[src/rtl/writeback_queue.sv]
// writeback_queue
//   Small FIFO between an execution unit and the register file write port.
//   Requests {register, data} are buffered and drained one per cycle into a
//   registered output stage that drives the register file write strobe.
//   Pending writes (queue plus the output stage) are visible to two
//   combinational forwarding lookups, which return the youngest pending data.
//
// Ports
//   clock, reset_n                  : clock, asynchronous active-low reset
//   in_valid/in_ready               : producer handshake
//   in_register, in_data            : offered write request
//   stall                           : blocks draining into the register file
//   reg_write, write_register/data  : register file write port (registered)
//   lookup_register_1/2             : forwarding query indices
//   lookup_hit_1/2, lookup_data_1/2 : forwarding results (data 0 on miss)
//   count                           : entries queued, output stage excluded
module writeback_queue #(
   parameter int DEPTH = 4
) (
   input  logic                     clock,
   input  logic                     reset_n,
   input  logic                     in_valid,
   output logic                     in_ready,
   input  logic [4:0]               in_register,
   input  logic [31:0]              in_data,
   input  logic                     stall,
   output logic                     reg_write,
   output logic [4:0]               write_register,
   output logic [31:0]              write_data,
   input  logic [4:0]               lookup_register_1,
   input  logic [4:0]               lookup_register_2,
   output logic                     lookup_hit_1,
   output logic                     lookup_hit_2,
   output logic [31:0]              lookup_data_1,
   output logic [31:0]              lookup_data_2,
   output logic [$clog2(DEPTH):0]   count
);

   localparam int AW = $clog2(DEPTH);
   localparam int CW = AW + 1;

   logic [4:0]    r_q_reg  [DEPTH];
   logic [31:0]   r_q_data [DEPTH];
   logic [AW-1:0] r_head;
   logic [AW-1:0] r_tail;
   logic [CW-1:0] r_count;
   logic          r_wr_en;
   logic [4:0]    r_wr_reg;
   logic [31:0]   r_wr_data;

   logic          w_ready;
   logic          w_accept;
   logic          w_push;
   logic          w_pop;

   // Ready depends on registered count only, so a full queue refuses a push
   // even on an edge where it also pops.
   assign w_ready  = (r_count < CW'(DEPTH));
   assign w_accept = in_valid & w_ready;
   // Writes to register 0 are acknowledged but dropped.
   assign w_push   = w_accept & (in_register != 5'd0);
   assign w_pop    = ~stall & (r_count != '0);

   // Entry storage needs no reset; validity is tracked by head/count.
   always_ff @(posedge clock) begin
      if (w_push) begin
         r_q_reg[r_tail]  <= in_register;
         r_q_data[r_tail] <= in_data;
      end
   end

   always_ff @(posedge clock or negedge reset_n) begin
      if (!reset_n) begin
         r_head    <= '0;
         r_tail    <= '0;
         r_count   <= '0;
         r_wr_en   <= 1'b0;
         r_wr_reg  <= '0;
         r_wr_data <= '0;
      end else begin
         if (w_push) r_tail <= r_tail + 1'b1;
         if (w_pop)  r_head <= r_head + 1'b1;
         case ({w_push, w_pop})
            2'b10:   r_count <= r_count + 1'b1;
            2'b01:   r_count <= r_count - 1'b1;
            default: r_count <= r_count;
         endcase
         // Output stage strobes for one cycle per pop; index/data hold otherwise.
         r_wr_en <= w_pop;
         if (w_pop) begin
            r_wr_reg  <= r_q_reg[r_head];
            r_wr_data <= r_q_data[r_head];
         end
      end
   end

   // Forwarding: output stage is the oldest pending write, then queue entries
   // from head (oldest) to tail-1 (youngest); later matches override earlier.
   logic [1:0][4:0]  w_lk_reg;
   logic [1:0]       w_lk_hit;
   logic [1:0][31:0] w_lk_data;

   assign w_lk_reg = {lookup_register_2, lookup_register_1};

   always_comb begin
      w_lk_hit  = '0;
      w_lk_data = '0;
      for (int p = 0; p < 2; p++) begin
         if (w_lk_reg[p] != 5'd0) begin
            if (r_wr_en && (r_wr_reg == w_lk_reg[p])) begin
               w_lk_hit[p]  = 1'b1;
               w_lk_data[p] = r_wr_data;
            end
            for (int i = 0; i < DEPTH; i++) begin
               if ((CW'(i) < r_count) &&
                   (r_q_reg[r_head + AW'(i)] == w_lk_reg[p])) begin
                  w_lk_hit[p]  = 1'b1;
                  w_lk_data[p] = r_q_data[r_head + AW'(i)];
               end
            end
         end
      end
   end

   assign in_ready       = w_ready;
   assign reg_write      = r_wr_en;
   assign write_register = r_wr_reg;
   assign write_data     = r_wr_data;
   assign lookup_hit_1   = w_lk_hit[0];
   assign lookup_hit_2   = w_lk_hit[1];
   assign lookup_data_1  = w_lk_data[0];
   assign lookup_data_2  = w_lk_data[1];
   assign count          = r_count;

endmodule
[config.mk]
export PLATFORM = sky130hd
export DESIGN_NAME = writeback_queue
export DESIGN_NICKNAME = d
export VERILOG_FILES = /design/src/rtl/writeback_queue.sv
export SDC_FILE = /design/constraint.sdc
export NUM_CORES = 1
export LEC_CHECK = 0
export ABC_AREA = 0
export ABC_CLOCK_PERIOD_IN_PS = 11060
export CAP_MARGIN = 20
export CORE_ASPECT_RATIO = 1.1
export CORE_MARGIN = 4
export CORE_UTILIZATION = 40
export CTS_BUF_LIST = sky130_fd_sc_hd__clkbuf_8
export DETAILED_ROUTE_END_ITERATION = 7
export DONT_BUFFER_PORTS = 1
export GPL_TIMING_DRIVEN = 0
export SKIP_LAST_GASP = 1
export SLEW_MARGIN = 0
export SYNTH_ARGS = -nofsm -noshare
export SYNTH_HDL_FRONTEND = slang
export SYNTH_SLANG_ARGS = --single-unit
[constraint.sdc]
create_clock -name clock -period 11.06 [get_ports clock]
set_clock_uncertainty 0.05 [all_clocks]
set_input_delay 3.318 -clock clock [delete_from_list [all_inputs] [get_ports clock]]
set_output_delay 3.318 -clock clock [all_outputs]
set_load 0.03 [all_outputs]
==> summary.md, run 1 <==
| Metric | Value |
|---|---|
| Peak VDD IR | 0.108 mV |
| CTS tree | done |
| GP Congestion | 0.953 |
| YS warnings | 0 |
| Sequential area share after synthesis | 42.9% |
| Busiest grt layer | met2 |
| Syn-to-layout area delta | 8.74% |
| Crit path capture type | output pin |
| Synthesized cell area | 0.0130 mm² |
| Top FF cell, synth | edfxtp_1 |
| Pwr Density | 304 mW/mm² |
| Placed Area | 0.0137 mm² |
| Crit path buf inv count | 2 |
| Detail Placement HPWL | 33000 µm |
| Met2 global-route usage | 40.4% |
| DIE WIDTH | 180 µm |
| DR vias/cell | 6.72 |
| Clock transition at path regs | 100 ps |
| Post-CTS sizing | 0 |
| Wire length per cell | 29.2 µm |
| Clock Sinks | 193 |
| TNS Setup | 0 ps |
| Die Area | 0.0354 mm² |
| CP dominant cell by count | clkbuf_1 |
| EDFF count, synth | 148 |
| Core footprint | 0.0317 mm² |
| Leak Pwr | 5.20 nW |
| Max Clk Rate | 101 MHz |
| Initial antenna violation count | 0 |
| Routed via count | 10600 |
| Tightest Pin Transition | 1210 ps |
| Total power | 4.29 mW |
| Root buffer cell | clkbuf_8 |
| Non-filler cells in the finished layout | 1578 |
| Skew-Pair Late Insertion Delay | 490 ps |
| Cells after synthesis | 1100 |
| Post-Place Cells | 1546 |
| CP Launch Point | lookup_register_2[2] |
| Setup CP Type | input port to output pin |
| Final hold vios | 0 |
| Share of cells above drive strength 1 | 16.2% |
| Residual DRC count | 0 |
| Crit path cell chain | clkbuf_1 > xor2_1 > nor4_1 > nand3_1 > a21oi_1 > clkbuf_1 > a221oi_1 > o31ai_1 |
| Yosys reg bits | 193 |
| Worst Path Arrival | 6510 ps |
| N_diodes | 0 |
| Row cnt | 68 |
| # setup viols final | 0 |
| # fillers | 2896 |
| Worst r2r path cells | 7 |
| Fin crit share | 89.3% |
| Vias in the first global route | 10600 |
| Reg-to-reg endpoint | count[2] |
| Slowest cell on crit path | o31ai_1 |
| Initial core utilization | 40.9% |
| Min cycle time layout | 9880 ps |
| CP top delay family | compound AO/OA/AOI/OAI gates |
| Worst Hold Class | register to register |
| Max-cap viol count | 0 |
| Pin count of the biggest net entering global routing | 46 |
| Global-route wire length before repair | 67700 µm |
| Drt pass-1 iters | 8 |
| Final wirelength | 46100 µm |
| RSZ-0062 raised after global routing | no |
| Commonest non-fill, non-tap cell in the layout | mux2i_1 |
| Total global routing overflow | 0 |
| Met1 Use GR | 30.9% |
| Io pins | 159 |
| Final ANT Viol Nets | 0 |
| Post-synth ARST share | 23.3% |
| Slowest stage delay, CP | 1010 ps |
| Number of cells on the critical path | 8 |
| Yosys cell types | 45 |
| Clock tree buffer depth | 2 |
| Nets | 1205 |
| H-tree Lvls | 4 |
| Syn nets | 1160 |
| Met3 Use GR | 8.82% |
| Max reg flops | 128 |
| Reg-to-reg startpoint | count[2] |
| Req. time, crit path | 7690 ps |
| Most frequent cells in the layout | mux2i_1 (178), edfxtp_1 (148), a221o_1 (66), a21oi_1 (63) |
| CTS Buf Count | 17 |
| Hold_buf cts | 0 |
| CP Capture Point | lookup_data_2[11] |
| Fin. max-slew vios | 0 |
| Status | completed |
| Worst slew margin | 18.9% |
| I/O Buffers | 0 |
| FF-to-FF setup slack | 7870 ps |
| Final cell area excluding filler cells | 0.0141 mm² |
| Syn_area_per_cell | 11.8 µm² |
| Die span in y | 197 µm |
| DR iter-0 viols | 1365 |
| Setup bufs post-CTS | 0 |
| Startpoint Class | input port |
| CP Max Fanout | 10 |
| Total GRT Usage | 25.0% |
[cell usage after synthesis, drive strengths merged, types with 5 or more instances]
cell type	count	area [µm²]
a211oi	61	458
a21oi	64	324
a221o	66	661
a221oi	30	263
a32oi	30	263
and2	7	43.8
and3	33	206
buf	60	338
clkbuf	60	225
dfrtp	45	1130
edfxtp	148	4440
ha	9	113
inv	6	22.5
mux2	37	417
mux2i	178	1780
mux4	30	683
nand2	8	30.0
nand3	5	25.0
nor2	10	40.0
nor2b	61	382
nor3	37	195
nor4	9	83.8
o21ai	5	25.0
o31ai	30	225
xnor2	30	263
xor2	26	228
[cell type report]
type | instances | area, µm² | share of cell area [%]
clock inverters | 15 | 160 | 1.13
flip-flops and latches | 193 | 5570 | 39.4
plain buffers | 120 | 563 | 3.99
clock buffers | 17 | 234 | 1.66
multi-input cells | 781 | 6840 | 48.4
repair buffers | 26 | 210 | 1.49
inverters | 6 | 22.5 | 0.159
well taps | 420 | 526 | 3.72
[through the flow]
step	setup slack (ps)	util [%]	hold WS [ps]
global route	1080	44.5	642
finish	1180	44.5	605
global placement	1110	42.6	562
detailed placement	1250	43.3	584
floorplan	2150	-	530
CTS	1250	44.5	607
[cells by family after synthesis]
group | Yosys count | synth area share, %
AND/OR/NAND/NOR | 177 | 8.11
XOR/XNOR | 56 | 3.78
adder cells (fa/ha/maj) | 9 | 0.867
flip-flops | 193 | 42.9
multiplexers | 245 | 22.2
buffers and inverters | 126 | 4.51
AO/OA/AOI/OAI | 294 | 17.7
[how the worst min path moves through the flow]
stage	start	end	slack (ps)	cells after the start
floorplan	r_tail[1]	r_tail[1]	530	2
global placement	r_tail[1]	r_tail[1]	560	2
detailed placement	r_tail[1]	r_tail[1]	580	2
CTS	r_tail[1]	r_tail[1]	610	2
global route	r_tail[0]	r_tail[0]	640	2
finish	r_tail[1]	r_tail[1]	610	2
[worst min-delay path: cells and delay by family, from the launching register on]
kind                   cells  cell delay [ps]
AOI/OAI and AO/OA          1              150
buffers and inverters      1               90
DFF                        1              380
[power breakdown]
group,leakage (nW),switching (mW),internal [mW]
combinational,3.12,1.63,0.913
clock,0.202,0.287,0.190
sequential,1.87,0.330,0.943
[routing by layer]
layer | vias up | routed length [µm]
met5 | - | 0
met4 | 0 | 1780
met3 | 129 | 5360
met2 | 643 | 21300
met1 | 5304 | 17700
li1 | 4532 | -
Note: power is estimated with default switching activity, not from simulation.
==> inputs of run 2 (changes only) <==
--- a/config.mk
+++ b/config.mk
@@ -6,7 +6,6 @@
 export NUM_CORES = 1
 export LEC_CHECK = 0
 export ABC_AREA = 0
-export ABC_CLOCK_PERIOD_IN_PS = 11060
 export CAP_MARGIN = 20
 export CORE_ASPECT_RATIO = 1.1
 export CORE_MARGIN = 4
==> results of run 2 <==
Same layout as run 1: the final DEF is identical, and so are final timing and power.
==> inputs of run 3 (changes only) <==
--- a/config.mk
+++ b/config.mk
@@ -10,7 +10,7 @@
 export CORE_ASPECT_RATIO = 1.1
 export CORE_MARGIN = 4
 export CORE_UTILIZATION = 40
-export CTS_BUF_LIST = sky130_fd_sc_hd__clkbuf_8
+export CTS_BUF_LIST = sky130_fd_sc_hd__clkbuf_4 sky130_fd_sc_hd__clkbuf_8
 export DETAILED_ROUTE_END_ITERATION = 7
 export DONT_BUFFER_PORTS = 1
 export GPL_TIMING_DRIVEN = 0
==> results of run 3 <==
Same layout as run 1: the final DEF is identical, and so are final timing and power.
